--- config.mk ---
export PLATFORM = sky130hd
export DESIGN_NAME = multiplier_core
export DESIGN_NICKNAME = d
export VERILOG_FILES = /design/src/rtl/mult_pkg.sv /design/src/rtl/booth_r4_encoder.sv /design/src/rtl/multiplier_core.sv
export SDC_FILE = /design/constraint.sdc
export NUM_CORES = 1
export LEC_CHECK = 0
export CORE_AREA = 2 2 120 151
export DETAILED_ROUTE_END_ITERATION = 16
export DIE_AREA = 0 0 122 153
export PLACE_DENSITY = 0.82
export SLEW_MARGIN = 20
export SYNTH_ARGS = -nofsm -noshare
export SYNTH_HDL_FRONTEND = slang
export SYNTH_SLANG_ARGS = --single-unit
--- constraint.sdc ---
create_clock -name clock -period 8.2 [get_ports clock]
set_input_delay 1.23 -clock clock [delete_from_list [all_inputs] [get_ports clock]]
set_output_delay 1.23 -clock clock [all_outputs]
set_load 0.1 [all_outputs]
--- src/rtl/mult_pkg.sv ---
// Shared types and constants for the sequential radix-4 Booth multiplier.
package mult_pkg;

    localparam int WIDTH_DEFAULT = 32;
    localparam int ITER          = WIDTH_DEFAULT / 2;

    typedef enum logic [1:0] {
        IDLE,
        RUN,
        DONE
    } state_t;

    // Partial-product selection for one radix-4 Booth digit
    typedef enum logic [2:0] {
        ZERO,
        PA,
        P2A,
        NA,
        N2A
    } booth_op_t;

endpackage

--- src/rtl/booth_r4_encoder.sv ---
// Radix-4 Booth digit encoder: {b[2i+1], b[2i], b[2i-1]} -> partial-product op.
module booth_r4_encoder
    import mult_pkg::*;
(
    input  logic [2:0] triplet,
    output booth_op_t  op
);

    // Map the recoding triplet to a digit in {-2,-1,0,+1,+2}
    always_comb begin
        // NOTE: assigning a default first guarantees every path drives op, so no latch is inferred.
        op = ZERO;
        case (triplet)
            3'b001, 3'b010: op = PA;
            3'b011:         op = P2A;
            3'b100:         op = N2A;
            3'b101, 3'b110: op = NA;
            default:        op = ZERO;
        endcase
    end

endmodule

--- src/rtl/multiplier_core.sv ---
// Sequential signed WIDTHxWIDTH multiplier, radix-4 Booth, WIDTH/2 iteration cycles.
// Returns the low WIDTH product bits, a one-cycle ready pulse and a signed
// overflow flag. Define MULT_PROD_HI_EN to also expose the upper product half
// on mult_result_hi.
module multiplier_core
    import mult_pkg::*;
#(
    parameter int WIDTH = WIDTH_DEFAULT
) (
    input  logic             clock,
    input  logic             reset_n,
    input  logic             ctrl_MULT,
    input  logic [WIDTH-1:0] multiplicand,
    input  logic [WIDTH-1:0] multiplier,
    output logic [WIDTH-1:0] mult_result,
    output logic             data_resultRDY,
    output logic             data_exception
`ifdef MULT_PROD_HI_EN
    ,
    output logic [WIDTH-1:0] mult_result_hi
`endif
);

    localparam int ITER_L = WIDTH / 2;
    localparam int CNT_W  = $clog2(ITER_L) + 1;

    state_t             state_q, state_d;
    logic [CNT_W-1:0]   count_q;
    logic [WIDTH-1:0]   a_q;
    logic [WIDTH-1:0]   b_q;
    logic               b_m1_q;
    // Upper WIDTH+1 bits take the partial sums; lower WIDTH bits collect shifted-out product bits
    logic [2*WIDTH:0]   acc_q;
    logic [2*WIDTH:0]   acc_next;
    logic [WIDTH+1:0]   a_ext;
    logic [WIDTH+1:0]   addend;
    logic [WIDTH+1:0]   sum;
    logic [2*WIDTH-1:0] product;
    logic               overflow;
    logic               last_step;
    booth_op_t          op;
    logic               unused_low_bits;

    booth_r4_encoder u_encoder (
        .triplet ({b_q[1:0], b_m1_q}),
        .op      (op)
    );

    assign last_step = (state_q == RUN) && (count_q == CNT_W'(ITER_L - 1));

    // Next-state logic and the ready pulse, which is simply "sitting in DONE"
    always_comb begin
        state_d        = state_q;
        data_resultRDY = 1'b0;
        case (state_q)
            IDLE: if (ctrl_MULT) state_d = RUN;
            RUN: begin
                if (ctrl_MULT)      state_d = RUN;
                else if (last_step) state_d = DONE;
            end
            DONE: begin
                data_resultRDY = 1'b1;
                state_d        = ctrl_MULT ? RUN : IDLE;
            end
            default: state_d = IDLE;
        endcase
    end

    // State register
    always_ff @(posedge clock) begin
        // NOTE: sequential state uses non-blocking assignments so every register sees pre-edge values.
        if (!reset_n) state_q <= IDLE;
        else          state_q <= state_d;
    end

    // Step counter: cleared by reset or a new start, advanced once per RUN step
    always_ff @(posedge clock) begin
        if (!reset_n)            count_q <= '0;
        else if (ctrl_MULT)      count_q <= '0;
        else if (state_q == RUN) count_q <= count_q + CNT_W'(1);
    end

    // Select 0, +-A or +-2A, sign-extended to WIDTH+2 bits so 2A never wraps
    always_comb begin
        a_ext  = {{2{a_q[WIDTH-1]}}, a_q};
        addend = '0;
        case (op)
            PA:      addend = a_ext;
            P2A:     addend = a_ext << 1;
            NA:      addend = -a_ext;
            N2A:     addend = -(a_ext << 1);
            default: addend = '0;
        endcase
    end

    // Add into the upper half, then arithmetic-shift the whole accumulator right by 2.
    // The bits dropped off the bottom are the cleared initial zeros, never product bits.
    assign sum             = {acc_q[2*WIDTH], acc_q[2*WIDTH:WIDTH]} + addend;
    assign acc_next        = {sum[WIDTH+1], sum, acc_q[WIDTH-1:2]};
    assign product         = acc_next[2*WIDTH-1:0];
    assign overflow        = !((&product[2*WIDTH-1:WIDTH-1]) || (~|product[2*WIDTH-1:WIDTH-1]));
    assign unused_low_bits = ^acc_q[1:0];

    // Operand and accumulator datapath
    always_ff @(posedge clock) begin
        // NOTE: datapath registers carry no reset; they are always loaded by a start before being read.
        if (ctrl_MULT) begin
            a_q    <= multiplicand;
            b_q    <= multiplier;
            b_m1_q <= 1'b0;
            acc_q  <= '0;
        end else if (state_q == RUN) begin
            acc_q  <= acc_next;
            b_q    <= {2'b00, b_q[WIDTH-1:2]};
            b_m1_q <= b_q[1];
        end
    end

    // Result registers: load on entering DONE (unless restarted), hold otherwise
    always_ff @(posedge clock) begin
        if (!reset_n) begin
            mult_result    <= '0;
            data_exception <= 1'b0;
`ifdef MULT_PROD_HI_EN
            mult_result_hi <= '0;
`endif
        end else if (last_step && !ctrl_MULT) begin
            mult_result    <= product[WIDTH-1:0];
            data_exception <= overflow;
`ifdef MULT_PROD_HI_EN
            mult_result_hi <= product[2*WIDTH-1:WIDTH];
`endif
        end
    end

endmodule

==> results by group, run 1 <==
Global routing
  – Congestion Overflow GR: 0
  – Initial antenna violation count: 0
  – Number of global-route vias before repair: 9004
  – Largest net degree at the start of global routing: 78
  – GR Util All Layers: 29.91%
  – First-pass GRT wire length: 44310 microns

Timing
  – Post-Route Skew: 0.009708 ns
  – Final min period: 5.940 ns
  – Final number of setup-violating endpoints: 0
  – Tightest Pin Transition: 1.029 ns
  – RSZ-0062 raised after global routing: no
  – Final Max Tran Viols: 0
  – Fmax: 0.1684 GHz
  – Slew headroom: 31.18%
  – Setup TNS: 0 ns
  – Final setup margin: 2.260 ns
  – Fin crit share: 72.44%
  – Hold Vio Cnt, Final: 0

CTS
  – CTS root buffer: clkbuf_16
  – Post-CTS Hold Buffers: 0
  – Clk sink count: 167
  – Worst skew pair latency: 0.44 ns
  – CTS tree: built
  – CTS max path bufs: 2
  – Total CTS buffers: 17
  – Worst-path clk slew: 0.08 ns
  – PostCTS Resize Cnt: 0
  – Postcts setup bufs: 0
  – H-tree level count: 4

Layout
  – Layout filler cell count: 1384
  – Fraction of layout cells with a size suffix above 1: 7.901%
  – Ant diodes: 0
  – Reg area: 3984 sq um
  – Area grow syn2layout: 16.22%
  – Multi-input gate area: 5892 sq um
  – Final nets: 1382

Placement
  – Placement Setup Slack: 2.384 ns
  – Gpl congestion: 0.9958
  – PortBufs: 100
  – DP Wirelength: 19450 microns

Setup path
  – Worst EP required: 8.53 ns
  – Worst Reg2Reg Path Length in Cells: 19
  – Worst Setup Path Type: register to register
  – Worst reg2reg endpoint: data_exception$_SDFFE_PN0P_
  – Flop2flop setup slack: 2.26 ns
  – Startpoint types: register
  – Setup crit start: a_q[2]$_DFFE_PP_
  – Worst setup EP type: register
  – Worst Path Max Fanout: 10
  – FF-to-FF Start: a_q[2]$_DFFE_PP_
  – Crit path DAT: 6.27 ns

Synthesis
  – Ys async rst share: 0%
  – Top_reg_cell synth: dfxtp_1
  – Top cells by instance count after synthesis: nand2_1 (272), a21oi_1 (118), dfxtp_1 (103), nor2_1 (95), clkbuf_1 (71)
  – Sequential area share after synthesis: 39.00%
  – Mapped cell area: 10210 sq um
  – Synth Instances: 1227
  – Synth cell types: 65
  – Post-synth EDFFs: 64
  – Ranking of synthesized cells by area: dfxtp_1 (20%), edfxtp_1 (19%), nand2_1 (10%)
  – Syn avg cell area: 8.325 sq um
  – Yosys warns: 0
  – Synth Register Bits: 167
  – Syn Nets: 1331
  – Leading area contributor after synthesis: dfxtp_1
  – Area share of the largest cell type after synthesis: 20.19%
  – Cell with the most instances after synthesis: nand2_1

Worst hold path
  – Hold Path Sink: acc_q[43]$_SDFFE_PP0P_
  – Min-Delay Startpoint: acc_q[43]$_SDFFE_PP0P_
  – Min-Delay Path Class: register to register
  – Hold Path Depth: 2

Floorplanning
  – Die Span Y: 153 microns
  – Initial Util: 59.29%
  – Io pins: 101
  – Core Area: 17230 sq um
  – # rows: 54
  – Chip width: 122 microns
  – Die ar.: 18670 sq um

Route
  – Antenna Nets Post-Route: 0
  – Via count: 9227
  – Detailed Routing Iterations Pass 1: 5
  – Post-Route WL: 27580 microns
  – Iteration-0 DRC Markers: 612
  – Vias per cell: 6.090
  – Routed WL per cell: 18.21 microns
  – DRC errors left: 0

Power and ir drop
  – Cell Int Power: 1615 uW
  – Pwr/cell area: 211.2 nW/um^2
  – Seq pwr share: 38.4%
  – Share of total power in the clock network: 31.3%
  – Switching Fraction: 35.58%
  – LEAKAGE: 0.004275 uW
  – Comb power frac: 30.3%
  – P_sw: 892.2 uW
  – Maximum vdd drop: 0.2221 mV

Outcome
  – Status: finished clean

Flow run
  – Maxcap violations: 0
[cell families (layout without fill, tap and decap cells)]
group / count (synthesis) / count (layout) / synth area share (%)
AND/OR/NAND/NOR: 494 / 494 / 21.66
adder cells (fa/ha/maj): 37 / 37 / 4.606
AO/OA/AOI/OAI: 318 / 318 / 20.37
multiplexers: 39 / 39 / 4.201
flip-flops: 167 / 167 / 39.00
XOR/XNOR: 78 / 78 / 6.688
buffers and inverters: 94 / 158 / 3.479
[through the flow]
step,instances,hold WS [ns],power [uW],cell area [sq um],utilization (%)
2_1_floorplan,1227,0.4366,1513,10210,-
3_3_place_gp,1483,0.4430,1718,11300,65.56
3_5_place_dp,1483,0.4538,1725,11300,65.56
4_1_cts,1515,0.4632,2505,11870,68.90
5_1_grt,1515,0.4820,2624,11870,68.90
6_report,1515,0.4598,2507,11870,68.90
[state kept, by name (all words and copies together), names as in the netlist]
name and flops:
a_q 32, acc_q 62, b_m1_q 1, b_q 32
count_q 5, data_exception 1, mult_result 32, state_q 2
[cells in the final DEF (no fill, tap or decap), drive strengths merged, types with 17 or more instances in the layout]
master,Yosys,layout
a221oi,25,25
o21ai,32,32
edfxtp,64,64
ha,36,36
dfxtp,103,103
nand2,274,274
inv,14,24
clkbuf,72,17
xnor2,44,44
a211oi,17,17
a21oi,119,119
xor2,34,34
nand3,18,18
nor3,23,23
a21boi,35,35
nor2,95,95
clkdlybuf4s50,0,99
mux2,31,31
[per-layer routing]
metal	GRT usage, %	up-vias	part of all wire (%)
met5	0	-	0
met4	18.17	0	5.9
met3	6.231	91	6.5
met2	51.16	331	49
met1	33.75	4335	38
li1	-	4470	-
[final cells by class]
type,instances,area share (%)
Multi-Input combinational cell,966,49.63
Sequential cell,167,33.56
Timing Repair Buffer,112,9.169
Clock buffer,17,3.583
Tap cell,224,2.361
Clock inverter,15,1.254
Inverter,14,0.4427
[how the worst max path moves through the flow]
stage          depth (start not counted)  slack, ns                     endpoint
2_1_floorplan                         20       2.98  data_exception$_SDFFE_PN0P_
5_1_grt                               19       1.88  data_exception$_SDFFE_PN0P_
6_report                              19       2.26  data_exception$_SDFFE_PN0P_
4_1_cts                               19       2.35  data_exception$_SDFFE_PN0P_
3_5_place_dp                          23       2.38  data_exception$_SDFFE_PN0P_
3_3_place_gp                          23       2.49  data_exception$_SDFFE_PN0P_
[worst max-delay path: stages, from the launching register on]
cell      delay [ns]
edfxtp_1        0.46
nor3_1          0.57
nand4_1         0.33
or3_1           0.44
or2_2           0.33
nor2_1          0.23
nor2_1          0.08
xor2_1          0.18
a221oi_1        0.30
a21oi_1         0.08
ha_1            0.42
a21oi_1         0.47
o21bai_1        0.12
a211oi_1        0.45
nand2_1         0.16
xnor2_1         0.27
nand4_1         0.14
or4_1           0.54
o221ai_1        0.22
nand2_1         0.07
[power by group through the flow]
stage	clock network (uW)	registers [uW]	logic, uW
4_1_cts	794	963	748
2_1_floorplan	0	964	549
5_1_grt	824	970	830
6_report	784	963	760
3_3_place_gp	0	979	739
3_5_place_dp	0	981	744
Power figures use the tool's default switching activity.
==> run 2, diff against run 1 <==
CORE_AREA = 2 2 128 161   (was 2 2 120 151)
DIE_AREA = 0 0 130 163   (was 0 0 122 153)
PLACE_DENSITY = 0.77   (was 0.82)
clock period = 5 ns   (was 8.2 ns; I/O delays follow)
==> run 2 against run 1 <==
  * The flow now finishes with violations (setup timing)
  * Critical endpoint unchanged
  * Sequential share of layout area shrank 2.6 points
  * Largest cell class unchanged
  * Final cell count grew 9.5%
  * Sequential cell count is the same
  * Fmax grew 15%
==> results by group, run 2 (synthesis results as in run 1) <==
Outcome
  – Status: finished with violations
  – Failing checks: setup timing

Setup path
  – Setup crit start: a_q[0]$_DFFE_PP_
  – Worst EP required: 5.33 ns (-3.20 ns)
  – Startpoint types: register
  – Worst Setup Path Type: register to register
  – FF-to-FF Start: a_q[0]$_DFFE_PP_
  – Crit path DAT: 5.48 ns (-0.79 ns)
  – Worst setup EP type: register
  – Worst Path Max Fanout: 5 (-5)

Placement
  – Placed cell areas: 12080 sq um (+6.9%)
  – PortBufs: 100 (unchanged)
  – DP Wirelength: 20780 microns (+6.9%)
  – Gpl congestion: 1.027 (+3.1%)

CTS
  – H-tree level count: 4 (unchanged)
  – Worst-path clk slew: 0.08 ns (about the same)
  – Total CTS buffers: 17 (unchanged)
  – Clk sink count: 167 (unchanged)
  – CTS root buffer: clkbuf_16
  – CTS tree: built
  – CTS max path bufs: 2 (unchanged)
  – Worst skew pair latency: 0.43 ns (about the same)

Layout
  – Final nets: 1480 (+7.1%)
  – Fraction of layout cells with a size suffix above 1: 16.63% (+8.7 points)
  – Area grow syn2layout: 25.93%
  – Final Cell Area: 12860 sq um (+8.4%)
  – Max reg flops: 62 (unchanged)
  – Most frequent cells in the layout: nand2_1 (272), a21oi_1 (111), buf_4 (110)
  – Commonest non-fill, non-tap cell in the layout: nand2_1
  – Largest register by flop count: acc_q
  – Layout filler cell count: 1686 (+22%)
  – Ant diodes: 0 (unchanged)

Timing
  – Fin crit share: 103.0% (+31 points)
  – Final number of setup-violating endpoints: 1 (+1)
  – Final min period: 5.151 ns (-0.7882 ns)
  – Slew headroom: 29.39% (-1.8 points)
  – RSZ-0062 raised after global routing: yes
  – Hold Vio Cnt, Final: 0 (unchanged)
  – Fmax: 0.1941 GHz (+15%)
  – Tightest Pin Transition: 1.056 ns (+0.02678 ns)
  – Final Max Tran Viols: 0 (unchanged)
  – Post-Route Skew: 0.01236 ns (+0.002648 ns)
  – Fin Hold WS: 0.4642 ns (+0.004321 ns)
  – Final setup margin: -0.1515 ns (-2.412 ns)

Route
  – Detailed Routing Iterations Pass 1: 5 (unchanged)
  – Iteration-0 DRC Markers: 714 (+17%)
  – Routed WL per cell: 17.60 microns (-3.3%)
  – Via count: 9742 (+5.6%)
  – Antenna Nets Post-Route: 0 (unchanged)
  – DRC errors left: 0 (unchanged)
  – Post-Route WL: 29200 microns (+5.9%)
  – Vias per cell: 5.872 (-3.6%)

Flow run
  – Maxcap violations: 0 (unchanged)

Global routing
  – Initial antenna violation count: 0 (unchanged)
  – Largest net degree at the start of global routing: 68 (-13%)
  – Congestion Overflow GR: 0 (unchanged)
  – Number of global-route vias before repair: 9710 (+7.8%)
  – First-pass GRT wire length: 46860 microns (+5.7%)
  – GR Util All Layers: 27.89% (-2.0 points)

Floorplanning
  – Io pins: 101 (unchanged)
  – Die Span Y: 163 microns (+6.5%)
  – Die ar.: 21190 sq um (+14%)
  – Core Area: 19810 sq um (+15%)
  – # rows: 58 (+7.4%)
  – Initial Util: 51.56% (-7.7 points)
  – Chip width: 130 microns (+6.6%)

Worst hold path
  – Min-Delay Startpoint: acc_q[2]$_SDFFE_PP0P_
  – Min-Delay Path Class: register to register

Power and ir drop
  – LEAKAGE: 0.004807 uW (+12%)
  – Maximum vdd drop: 0.2537 mV (+14%)
  – Pwr/cell area: 342.1 nW/um^2 (+62%)
run 2: cell types whose count changed in the layout (fill, tap and decap cells not counted), sizes merged:
cell and change:
clkinv +2, inv -1, clkinvlp -1, buf +98
run 2: where the power goes:
group	internal (uW)	switching [uW]
registers	1510	67.3
clock network	668	646
logic	657	854
run 2: timing repair:
item / 4_1_cts / 5_1_grt
buffers inserted: 5 / 4
hold buffers: 0 / 0
pin swaps: 6 / 6
endpoints found under the setup margin: 1 / 2
resized for setup: 20 / 10
run 2: path summary, 6_finish.rpt:
check,to,slack (ns),depth (start not counted)
worst max-delay path,data_exception$_SDFFE_PN0P_,-0.15,23
worst min-delay path,acc_q[2]$_SDFFE_PP0P_,0.46,2
worst min register to register,acc_q[2]$_SDFFE_PP0P_,0.46,2
worst max register to register,data_exception$_SDFFE_PN0P_,-0.15,23
run 2: area by class of cell:
cell class / count / area [sq um] / share of cell area, %
Multi-Input combinational cell: 966 / 6075 / 47.22
Sequential cell: 167 / 3984 / 30.97
Timing Repair Buffer: 210 / 1837 / 14.28
Clock buffer: 17 / 425.4 / 3.307
Tap cell: 270 / 337.8 / 2.626
Clock inverter: 15 / 152.6 / 1.187
Inverter: 14 / 52.55 / 0.4085
run 2: metrics by stage:
step           total power, uW  cells  setup slack (ns)  TNS (ns)  utilization (%)
4_1_cts                   4364   1655         0.0003242         0            64.54
6_report                  4401   1659           -0.1515   -0.1515            64.93
5_1_grt                   4596   1659           -0.3317   -0.3317            64.93
3_5_place_dp              3027   1618           -0.2912   -0.2912            60.98
2_1_floorplan             2498   1227          0.006911         0                -
3_3_place_gp              3009   1618           -0.1487   -0.1487            60.98
run 2: metal layers:
metal	share of wire [%]	GRT usage, %
met3	5.5	5.092
met2	51	49.60
met4	4.3	13.93
met5	0	0
met1	39	31.68
run 2: critical path, cell delays in order, from the launching register on:
cell	delay [ns]
edfxtp_1	0.39
inv_1	0.11
ha_1	0.18
nor2b_4	0.17
nand4_4	0.13
buf_4	0.19
or2_2	0.30
o21ai_0	0.23
xnor2_1	0.11
a221oi_1	0.32
a31oi_1	0.14
ha_1	0.39
buf_4	0.14
nand4_1	0.20
buf_4	0.20
nor2_1	0.17
nand4_1	0.16
and4_1	0.22
or4_1	0.53
nand4b_1	0.18
nor4_1	0.19
nand4_1	0.12
o221ai_1	0.19
nand2_1	0.07
==> run 3, diff against run 2 <==
SKIP_CTS_REPAIR_TIMING = 1   (was not set)
==> run 3 against run 2 <==
  * The flow still finishes with violations (setup timing)
  * Sequential cell count is the same
  * Clock-buffer cell count unchanged
  * Sequential share of layout area up 0.21 points
  * Final cell count down 0.42%
  * Worst hold slack got worse by 0.00080 ns
  * First-iteration DRC count shrank 1.5%
  * Die area unchanged
  * Highest routed layer unchanged
  * Global-route usage is 0.20 points lower
  * Design area decreased by 0.67%
  * Clock skew increased by 0.00092 ns
  * Power is 0.72% lower
==> results by group, run 3 (synthesis results as in run 1) <==
Route
  – Iteration-0 DRC Markers: 703 (-1.5%)
  – Vias per cell: 5.861 (-0.18%)
  – Routed WL per cell: 17.48 microns (-0.68%)
  – Post-Route WL: 28880 microns (-1.1%)
  – Antenna Nets Post-Route: 0 (unchanged)
  – DRC errors left: 0 (unchanged)
  – Detailed Routing Iterations Pass 1: 5 (unchanged)
  – Via count: 9683 (-0.61%)

Outcome
  – Failing checks: setup timing
  – Status: finished with violations

Timing
  – Final number of setup-violating endpoints: 1 (unchanged)
  – Final Max Tran Viols: 0 (unchanged)
  – Final min period: 5.193 ns (+0.04113 ns)
  – Hold Vio Cnt, Final: 0 (unchanged)
  – Slew headroom: 29.75% (+0.36 points)
  – Fmax: 0.1926 GHz (-0.79%)
  – Final setup margin: -0.1926 ns (-0.04113 ns)
  – Post-Route Skew: 0.01328 ns (+0.0009199 ns)
  – Fin Hold WS: 0.4634 ns (-0.0007980 ns)
  – RSZ-0062 raised after global routing: yes
  – Tightest Pin Transition: 1.050 ns (-0.005401 ns)
  – Fin crit share: 103.9% (+0.82 points)

Floorplanning
  – Core Area: 19810 sq um (unchanged)
  – Die ar.: 21190 sq um (unchanged)
  – Io pins: 101 (unchanged)
  – # rows: 58 (unchanged)
  – Die Span Y: 163 microns (unchanged)
  – Chip width: 130 microns (unchanged)
  – Initial Util: 51.56% (unchanged)

Placement
  – PortBufs: 100 (unchanged)
  – Placed cell areas: 12080 sq um (unchanged)
  – Gpl congestion: 1.027 (unchanged)
  – DP Wirelength: 20780 microns (unchanged)
  – Placed Instances: 1618 (unchanged)

Layout
  – Area grow syn2layout: 25.09%
  – Final Non-Filler Cells: 1652 (-0.42%)
  – Fraction of layout cells with a size suffix above 1: 16.06% (-0.57 points)
  – Final Cell Area: 12780 sq um (-0.67%)
  – Commonest non-fill, non-tap cell in the layout: nand2_1
  – Final nets: 1473 (-0.47%)
  – Ant diodes: 0 (unchanged)
  – Max reg flops: 62 (unchanged)
  – Most frequent cells in the layout: nand2_1 (271), a21oi_1 (113), dfxtp_1 (103), buf_4 (103), clkdlybuf4s50_1 (99)
  – Finished Core Util: 64.49% (-0.44 points)
  – Layout filler cell count: 1696 (+0.59%)
  – Largest register by flop count: acc_q

Setup path
  – Worst EP required: 5.32 ns (about the same)
  – Setup crit start: a_q[7]$_DFFE_PP_
  – Max incr delay on CP: 0.54 ns (about the same)
  – Critical-path cell list: nor3_2, buf_4, nand4_4, buf_4, or2_2, o21ai_0, xnor2_1, a221oi_1, a31oi_1, ha_1, buf_4, nand4_1, o221a_2, and2_4, a21boi_2, o211ai_1, or4_1, or4_1, o221ai_2, nand2_1
  – FF-to-FF Start: a_q[7]$_DFFE_PP_
  – Crit path DAT: 5.51 ns (+0.03 ns)
  – Most used cell, CP: buf_4
  – Worst Path Max Fanout: 5 (unchanged)
  – Worst Setup Path Type: register to register
  – Slowest CP cell: or4_1
  – Startpoint types: register
  – Worst setup EP type: register

CTS
  – CTS root buffer: clkbuf_16
  – Total CTS buffers: 17 (unchanged)
  – CTS max path bufs: 2 (unchanged)
  – Clk sink count: 167 (unchanged)
  – Worst skew pair latency: 0.43 ns (about the same)
  – CTS tree: built
  – H-tree level count: 4 (unchanged)
  – Worst-path clk slew: 0.08 ns (about the same)

Global routing
  – Congestion Overflow GR: 0 (unchanged)
  – Largest net degree at the start of global routing: 68 (unchanged)
  – Number of global-route vias before repair: 9626 (-0.87%)
  – GR Util All Layers: 27.69% (-0.20 points)
  – First-pass GRT wire length: 46510 microns (-0.75%)
  – Initial antenna violation count: 0 (unchanged)

Power and ir drop
  – Maximum vdd drop: 0.2522 mV (-0.61%)
  – LEAKAGE: 0.004751 uW (-1.2%)
  – Pwr/cell area: 342.0 nW/um^2 (about the same)

Flow run
  – Maxcap violations: 0 (unchanged)

Worst hold path
  – Min-Delay Startpoint: acc_q[47]$_SDFFE_PP0P_
  – Min-Delay Path Class: register to register
## run 3: per-layer routing
metal	global-route usage [%]	wire length, microns	vias up
met4	13.54	1162	0
met3	4.829	1823	84
met1	31.79	11170	4563
met2	49.14	14730	356
li1	-	-	4680
met5	0	0	-
## run 3: through the flow
| step | TNS [ns] | setup slack, ns | total power, uW |
|---|---|---|---|
| after detailed placement | -0.2912 | -0.2912 | 3027 |
| after CTS | -0.2931 | -0.2931 | 4329 |
| after global routing | -0.3817 | -0.3817 | 4571 |
| after floorplan | 0 | 0.006911 | 2498 |
| after global placement | -0.1487 | -0.1487 | 3009 |
| final | -0.1926 | -0.1926 | 4369 |
## run 3: cell type report
class,instances,area [sq um],area share (%)
clock inverter,15,152.6,1.195
sequential,167,3984,31.18
inverter,14,52.55,0.4113
timing repair buffer,203,1784,13.96
multi-input combinational,966,6041,47.28
clock buffer,17,425.4,3.329
tap,270,337.8,2.644
## run 3: worst paths after layout
check,end,slack (ns),cells after the start
min reg2reg,acc_q[47]$_SDFFE_PP0P_,0.46,2
max,data_exception$_SDFFE_PN0P_,-0.19,20
min,acc_q[47]$_SDFFE_PP0P_,0.46,2
max reg2reg,data_exception$_SDFFE_PN0P_,-0.19,20
## run 3: worst max-delay path: cells and delay by family (launching register included)
| family | cells | cell delay [ns] |
|---|---|---|
| flops | 1 | 0.41 |
| simple gates | 8 | 2.18 |
| fa+ha+maj | 1 | 0.41 |
| compound gates | 7 | 1.45 |
| xor+xnor | 1 | 0.11 |
| buf+inv | 3 | 0.52 |
## run 3: power by group
| group | switching [uW] | leakage [uW] | internal, uW |
|---|---|---|---|
| Sequential | 66.7 | 0.00147 | 1510 |
| Clock | 642 | 0.000282 | 668 |
| Combinational | 843 | 0.00300 | 642 |
